File: src/rtl/rsa_pkg.sv
// rsa_pkg: shared operand-select codes, result-source codes and sequencer states for the RSA core
package rsa_pkg;
  localparam logic [1:0] SEL_RES  = 2'b00;
  localparam logic [1:0] SEL_MSG  = 2'b01;
  localparam logic [1:0] SEL_ONE  = 2'b10;
  localparam logic [1:0] SEL_ZERO = 2'b11;
  localparam logic SRC_PROD = 1'b0;
  localparam logic SRC_MUX  = 1'b1;
  typedef enum logic [3:0] {
    IDLE, INIT, SQ_ISSUE, SQ_WAIT, MUL_ISSUE, MUL_WAIT, NEXT, CV_ISSUE, CV_WAIT, DONE
  } state_e;
endpackage

File: src/rtl/rsa_exp_ctrl.sv
// rsa_exp_ctrl: left-to-right square-and-multiply sequencer around one shared modular multiplier
module rsa_exp_ctrl
  import rsa_pkg::*;
#(
  parameter int EXP_WIDTH  = 8,
  parameter int CONST_TIME = 1,
  parameter int CONV_OUT   = 1
) (
  input  logic                 clk,
  input  logic                 rst_n,
  input  logic                 start,
  input  logic [EXP_WIDTH-1:0] exponent,
  output logic                 busy,
  output logic                 done,
  output logic [1:0]           op_a_sel,
  output logic [1:0]           op_b_sel,
  output logic                 mult_start,
  input  logic                 mult_done,
  output logic                 res_we,
  output logic                 res_src
);
  localparam int CW = $clog2(EXP_WIDTH + 1);
  state_e               state_q, state_d;
  logic [EXP_WIDTH-1:0] exp_q, exp_d;
  logic [CW-1:0]        cnt_q, cnt_d;
  logic                 bit_msb;
  assign bit_msb = exp_q[EXP_WIDTH-1];
  always_comb begin
    state_d = state_q;
    exp_d   = exp_q;
    cnt_d   = cnt_q;
    unique case (state_q)
      IDLE: if (start) begin
        exp_d   = exponent;
        cnt_d   = CW'(EXP_WIDTH);
        state_d = INIT;
      end
      INIT:      state_d = SQ_ISSUE;
      SQ_ISSUE:  state_d = SQ_WAIT;
      SQ_WAIT:   if (mult_done) state_d = (bit_msb || CONST_TIME != 0) ? MUL_ISSUE : NEXT;
      MUL_ISSUE: state_d = MUL_WAIT;
      MUL_WAIT:  if (mult_done) state_d = NEXT;
      NEXT: begin
        exp_d   = exp_q << 1;
        cnt_d   = cnt_q - CW'(1);
        state_d = (cnt_q == CW'(1)) ? ((CONV_OUT != 0) ? CV_ISSUE : DONE) : SQ_ISSUE;
      end
      CV_ISSUE:  state_d = CV_WAIT;
      CV_WAIT:   if (mult_done) state_d = DONE;
      default:   state_d = IDLE;
    endcase
  end
  // Everything except res_we is a pure state decode; res_we follows the accepted mult_done
  assign busy       = state_q != IDLE;
  assign done       = state_q == DONE;
  assign mult_start = state_q inside {SQ_ISSUE, MUL_ISSUE, CV_ISSUE};
  assign op_a_sel   = (state_q inside {IDLE, DONE}) ? SEL_ZERO : (state_q == INIT) ? SEL_ONE : SEL_RES;
  assign op_b_sel   = (state_q inside {SQ_ISSUE, SQ_WAIT})   ? SEL_RES :
                      (state_q inside {MUL_ISSUE, MUL_WAIT}) ? SEL_MSG :
                      (state_q inside {CV_ISSUE, CV_WAIT})   ? SEL_ONE : SEL_ZERO;
  assign res_src    = (state_q == INIT) ? SRC_MUX : SRC_PROD;
  assign res_we     = (state_q == INIT) ||
                      (mult_done && (state_q inside {SQ_WAIT, CV_WAIT})) ||
                      (mult_done && state_q == MUL_WAIT && bit_msb);
  always_ff @(posedge clk or negedge rst_n) begin
    if (!rst_n) begin
      state_q <= IDLE;
      exp_q   <= '0;
      cnt_q   <= '0;
    end else begin
      state_q <= state_d;
      exp_q   <= exp_d;
      cnt_q   <= cnt_d;
    end
  end
endmodule

File: config.mk
export PLATFORM = sky130hd
export DESIGN_NAME = rsa_exp_ctrl
export DESIGN_NICKNAME = d
export VERILOG_FILES = /design/src/rtl/rsa_pkg.sv /design/src/rtl/rsa_exp_ctrl.sv
export SDC_FILE = /design/constraint.sdc
export NUM_CORES = 1
export LEC_CHECK = 0
export ABC_AREA = 0
export CORE_ASPECT_RATIO = 1.75
export CORE_MARGIN = 10
export CORE_UTILIZATION = 40
export DETAILED_ROUTE_END_ITERATION = 8
export PLACE_DENSITY_LB_ADDON = 0.15
export SETUP_SLACK_MARGIN = 0.2
export SLEW_MARGIN = 30
export SYNTH_ARGS = -nofsm -noshare
export SYNTH_HDL_FRONTEND = slang
export SYNTH_SLANG_ARGS = --single-unit
File: constraint.sdc
create_clock -name clk -period 2.35 [get_ports clk]
set_clock_uncertainty 0.15 [all_clocks]
set_input_delay 0.5875 -clock clk [delete_from_list [all_inputs] [get_ports clk]]
set_output_delay 0.5875 -clock clk [all_outputs]
set_load 0.01 [all_outputs]
# ---- After elaboration in Yosys (flattened, before gate mapping)
# Index checks and enable logic that the tools add are counted.
dict set report op_classes {
  shifts 0
  bitwise 0
  reduce_logical 16
  magnitude_cmp 0
  div 0
  mux 16
  eq_ne 14
  mul 0
  n_addsub 1
}
# cell count
set op_table {}
lappend op_table {{case mux 4 bit (9 select lines)} 1}
lappend op_table {{two-way mux 4 bit} 5}
lappend op_table {{== test 4 x 3 -> 1 bit, second input constant} 4}
lappend op_table {{case mux 8 bit (2 select lines)} 1}
lappend op_table {{nonzero test 2 bit} 6}
lappend op_table {{== test 4 x 1 -> 1 bit, second input constant} 2}
lappend op_table {{== test 4 x 2 -> 1 bit, second input constant} 2}
lappend op_table {{== test 4 bit, second input constant} 2}
lappend op_table {{two-way mux 2 bit} 4}
lappend op_table {{two-way mux 8 bit} 1}
lappend op_table {{inequality test 2 bit, second input constant} 4}
lappend op_table {{case mux 4 bit (2 select lines)} 1}
lappend op_table {{zero test 4 bit} 1}
lappend op_table {{AND reduction 4 bit} 1}
lappend op_table {{nonzero test 4 bit} 1}
lappend op_table {{subtractor 4 x 1 -> 4 bit, second input constant} 1}
lappend op_table {{logical AND 1 bit} 3}
lappend op_table {{two-way mux 3 bit} 1}
lappend op_table {{nonzero test 3 bit} 1}
lappend op_table {{logical OR 1 bit} 2}
lappend op_table {{two-way mux 1 bit} 2}
lappend op_table {{AND reduction 2 bit} 1}
dict set report word_totals {
  mem_count 0
  inputBits 12
  mem_bits_ro 0
  ff_bits 16
  ramBits 0
  elab_cells 50
  latchBits 0
  output_inout_bits 9
}

# ---- Depth between registers and ports, before layout
dict set report logic_depth {
  word_depth 5
  mapped_depth 6
  ltp_nobuf 5
}

# ---- Worst setup path before layout
# Ideal clock, no wire load.
dict set report synth_path {
  path_type {input to output}
  from {input port mult_done}
  to {output port res_we}
  path_stages 5
  slack_ps 344
  arrival_time_ps 1268
  t_required_ps 1612
  path_buffers 1
  cell_sequence {clkbuf_2 > nand2_1 > a21oi_1 > a21oi_1 > o21ai_0}
}
dict set report synth_between {
  elab_chain_cells 3
  word_cells_on_any_way 5
  classes_between {reduce/logical: 5}
}
# element line_no
set synth_rtl {}
lappend synth_rtl {{from (decl)} rsa_exp_ctrl.sv:18} ;# input logic mult_done,
lappend synth_rtl {{logical AND 1 bit, on equally long branches} {rsa_exp_ctrl.sv:63, rsa_exp_ctrl.sv:64}}
lappend synth_rtl {{logical OR 1 bit or logical AND 1 bit (tied branches)} {rsa_exp_ctrl.sv:62, rsa_exp_ctrl.sv:64}}
lappend synth_rtl {{logical OR 1 bit *} rsa_exp_ctrl.sv:63} ;# (mult_done && (state_q inside {SQ_WAIT, CV_WAIT})) ||
lappend synth_rtl {{to (decl)} rsa_exp_ctrl.sv:19} ;# output logic res_we,
# Every way passes the cells marked *; elsewhere a longest branch is shown, timed or not.

# ---- Final worst setup path
dict set report layout_path {
  from {register state_q[2]}
  to {output port mult_start}
}
dict set report layout_between {
  elab_chain_cells 2
  word_cells_on_any_way 4
  classes_between {eq/ne: 3; reduce/logical: 1}
}
# element line_no
set layout_rtl {}
lappend layout_rtl {{from (decl)} rsa_exp_ctrl.sv:23} ;# state_e state_q, state_d;
lappend layout_rtl {{from (signal assigned)} rsa_exp_ctrl.sv:71} ;# state_q <= state_d;
lappend layout_rtl {{== test 4 x 2 -> 1 bit or == test 4 x 3 -> 1 bit (tied branches)} rsa_exp_ctrl.sv:56} ;# assign mult_start = state_q inside {SQ_ISSUE, MUL_ISSUE, CV_ISSUE};
lappend layout_rtl {{nonzero test 3 bit *} rsa_exp_ctrl.sv:56}
lappend layout_rtl {{to (decl)} rsa_exp_ctrl.sv:17} ;# output logic mult_start,
# Marked as above.

==> impl_metrics.csv <==
group,metric,value,unit
place,hpwl,1.97,mm
finish,layout_commonest_cell,"buf_4",
clocking,tritoncts,"done",
timing,maxSlewViolCount,0,
yosys,synth-edff-count,0,
worst_setup_path,path_depth,5,
clocking,worst_setup_hold_path_clk_slew,60,ps
worst_setup_path,ff2ff_setup_slack,260,ps
global_routing,grt_pass1_vias,1014,
hold_path,worstHoldEndpoint,"exp_q[3]$_DFFE_PN0P_",
global_routing,grt_antenna_before_repair,0,
die,design.die.area,4990,um^2
worst_setup_path,crit_family,"flip-flops",
worst_setup_path,timing.rr.start,"state_q[1]$_DFFE_PN0P_",
yosys,postSynth.asyncResetShare,1.00,
yosys,main_flop_type_after_synthesis,"dfrtp_1",
finish,mostFrequentLayoutCells,"23 x buf_4, 18 x nand2_1, 14 x dfrtp_1",
global_routing,overflow,0,
hold_path,worstHoldPathType,"flip-flop to flip-flop",
timing,setup-violations-final,0,
yosys,seq_area_frac_synth,0.400,
place,place.port_buffers,20,
detailed_routing,drt_pass1_iterations,4,
finish,insertedDiodeCount,0,
place,gp_congestion,0.875,
clocking,cts-htree-levels,1,
global_routing,gr-usage-all-layers,0.105,
timing,final_min_period_over_clock_period,0.924,
worst_setup_path,r2r_end,"state_q[0]$_DFFE_PN0P_",
worst_setup_path,worst-r2r-cell-count,7,
clocking,cts_root_buf,"clkbuf_8",
finish,final.fill_count,226,
run_status,run_status,"completed",
global_routing,wire_length_of_the_first_global_routing_pass,4.39,mm
worst_setup_path,worst-endpoint-required,1610,ps
finish,p_r_area_growth_vs_syn,48.4,%
timing,relSlewSlack,0.701,
flow_run,cap_violations,0,
worst_setup_path,end_kind,"output port",
worst_setup_path,cp_slowest_stage_delay,410,ps
timing,grt_setup_unrepaired,"true",
global_routing,largest_net_degree_at_the_start_of_global_routing,17,
clocking,cts-buffers-inserted,3,
finish,finalNetCount,169,
yosys,syn-num-nets,124,
die,die_height,86.2,um
hold_path,min_delay_path_depth,2,
yosys,synth_cell_types,37,
power,total_power,2.04,mW
worst_setup_path,timing.critical_path.fanout_max,4,
detailed_routing,dr_total_vias,977,
worst_setup_path,cp_slowest_cell,"dfrtp_1",
clocking,clock_insertion_delay_worst_skew,240,ps
timing,fmax,461,MHz
clocking,clkSinkCount,16,
timing,fin_hold_ws,330,ps
die,placementRows,24,
die,initial_utilization,0.407,
timing,final.setup.tns,0,ps
yosys,yosysWarnings,0,
detailed_routing,dr.first_iter.drc_count,9,
finish,layout-drive-gt1-share,0.364,
place,placedInstanceArea,1310,um^2
timing,hold_viol_final,0,
yosys,syn_area,1000,um^2
detailed_routing,route.detailed.vias_per_inst,5.43,
yosys,synthesis.area_per_instance,9.11,um^2
power,maximum_ir_drop_on_the_vdd_rail,0.604,mV
finish,final_area,1490,um^2
worst_setup_path,crit_chain,"buf_4 > xor2_2 > nor2_1 > a211oi_2 > buf_2",
timing,worst-slew-pin-transition,448,ps
detailed_routing,detail-route-antenna-nets,0,
worst_setup_path,critical_path.startpoint_type,"flip-flop",
worst_setup_path,category_of_the_critical_setup_timing_path,"flip-flop to output port",
die,floorplan.core_area,2460,um^2
worst_setup_path,timing.critical_path.arrival,1430,ps
die,boundaryPins,21,
worst_setup_path,startpoint_of_the_most_critical_setup_path,"state_q[2]$_DFFE_PN0P_",
yosys,synth_cells,110,
detailed_routing,count_of_unresolved_drc_violations_after_routing,0,
detailed_routing,wl,2.73,mm
detailed_routing,route.detailed.wl_per_inst,15.2,um
power,power.density,1370,nW/um^2
finish,postLayoutCoreUtil,0.604,
clocking,clockBufferDepth,2,
worst_setup_path,critical_path_buf_inv_count,2,
hold_path,min-delay-start,"exp_q[3]$_DFFE_PN0P_",
die,die_width,57.8,um
yosys,number_of_flip_flops_and_latches_in_the_synthesized_netlist,16,
power,cellLeakagePower,0.695,nW
clocking,holdBufCountCts,0,
timing,period_minus_slack,2170,ps
synth_stat cells, types with 4 or more instances:
| cell | count | share of area |
|---|---|---|
| a22oi_1 | 4 | 0.030 |
| dfrtp_1 | 16 | 0.40 |
| nand2_1 | 18 | 0.067 |
| inv_1 | 7 | 0.026 |
| o21ai_0 | 5 | 0.025 |
| a21oi_1 | 4 | 0.020 |
| nor4_1 | 4 | 0.025 |
| nor2_1 | 5 | 0.019 |
state kept, by name, summed over array words and instances, names as in the netlist:
register	cells
cnt_q	4
state_q	4
exp_q	8
layout make-up:
cell class / count / area [um^2] / share of cell area
clock buffer: 4 / 55.1 / 0.0370
inverter: 7 / 26.3 / 0.0177
multi-input combinational: 78 / 561 / 0.377
sequential: 16 / 403 / 0.271
tap: 26 / 32.5 / 0.0219
timing repair buffer: 49 / 410 / 0.276
repair_timing:
| action | in CTS | in global routing |
|---|---|---|
| resized for setup | 33 | 21 |
| setup endpoints to repair | 9 | 9 |
| setup buffers | 5 | 6 |
| pin swaps | 2 | 4 |
cell families after synthesis:
kind of cell,Yosys count,share of synthesized area
and+or+nand+nor,43,0.246
AOI/OAI and AO/OA,28,0.191
buffers and inverters,16,0.0911
DFF,16,0.399
muxes,3,0.0300
xor gates and xnor gates,2,0.0175
adders and majority gates,2,0.0250
routing by layer:
metal	global-route usage	share of wire	vias up
met3	0.0322	0.062	8
met4	0.0687	0.030	0
met2	0.191	0.55	32
li1	-	-	474
met5	0	0	-
met1	0.0945	0.36	463
worst register-to-register path, cell delays in order, from the launching register on:
cell and delay [ps]:
dfrtp_2 490, buf_6 160, buf_4 120, buf_4 140
or4b_4 540, nor2_4 120, nor4_1 60, o22a_1 190
through the flow:
step / instances / worst slack [ps]
finish: 180 / 179
detailed placement: 165 / -394
global placement: 165 / -383
CTS: 174 / 17.0
global route: 180 / 72.0
floorplan: 110 / 344
power by group:
group	switching, mW	leakage, nW	internal, mW
Clock	0.0942	0.0288	0.148
Combinational	0.612	0.471	0.672
Sequential	0.109	0.195	0.402
worst max path at each step:
stage                 endpoint  slack (ps)
floorplan               res_we         340
global placement        res_we        -380
detailed placement      res_we        -390
CTS                     res_we          20
global route        mult_start          70
finish              mult_start         180
No activity file was read; power rests on OpenSTA's default activity.
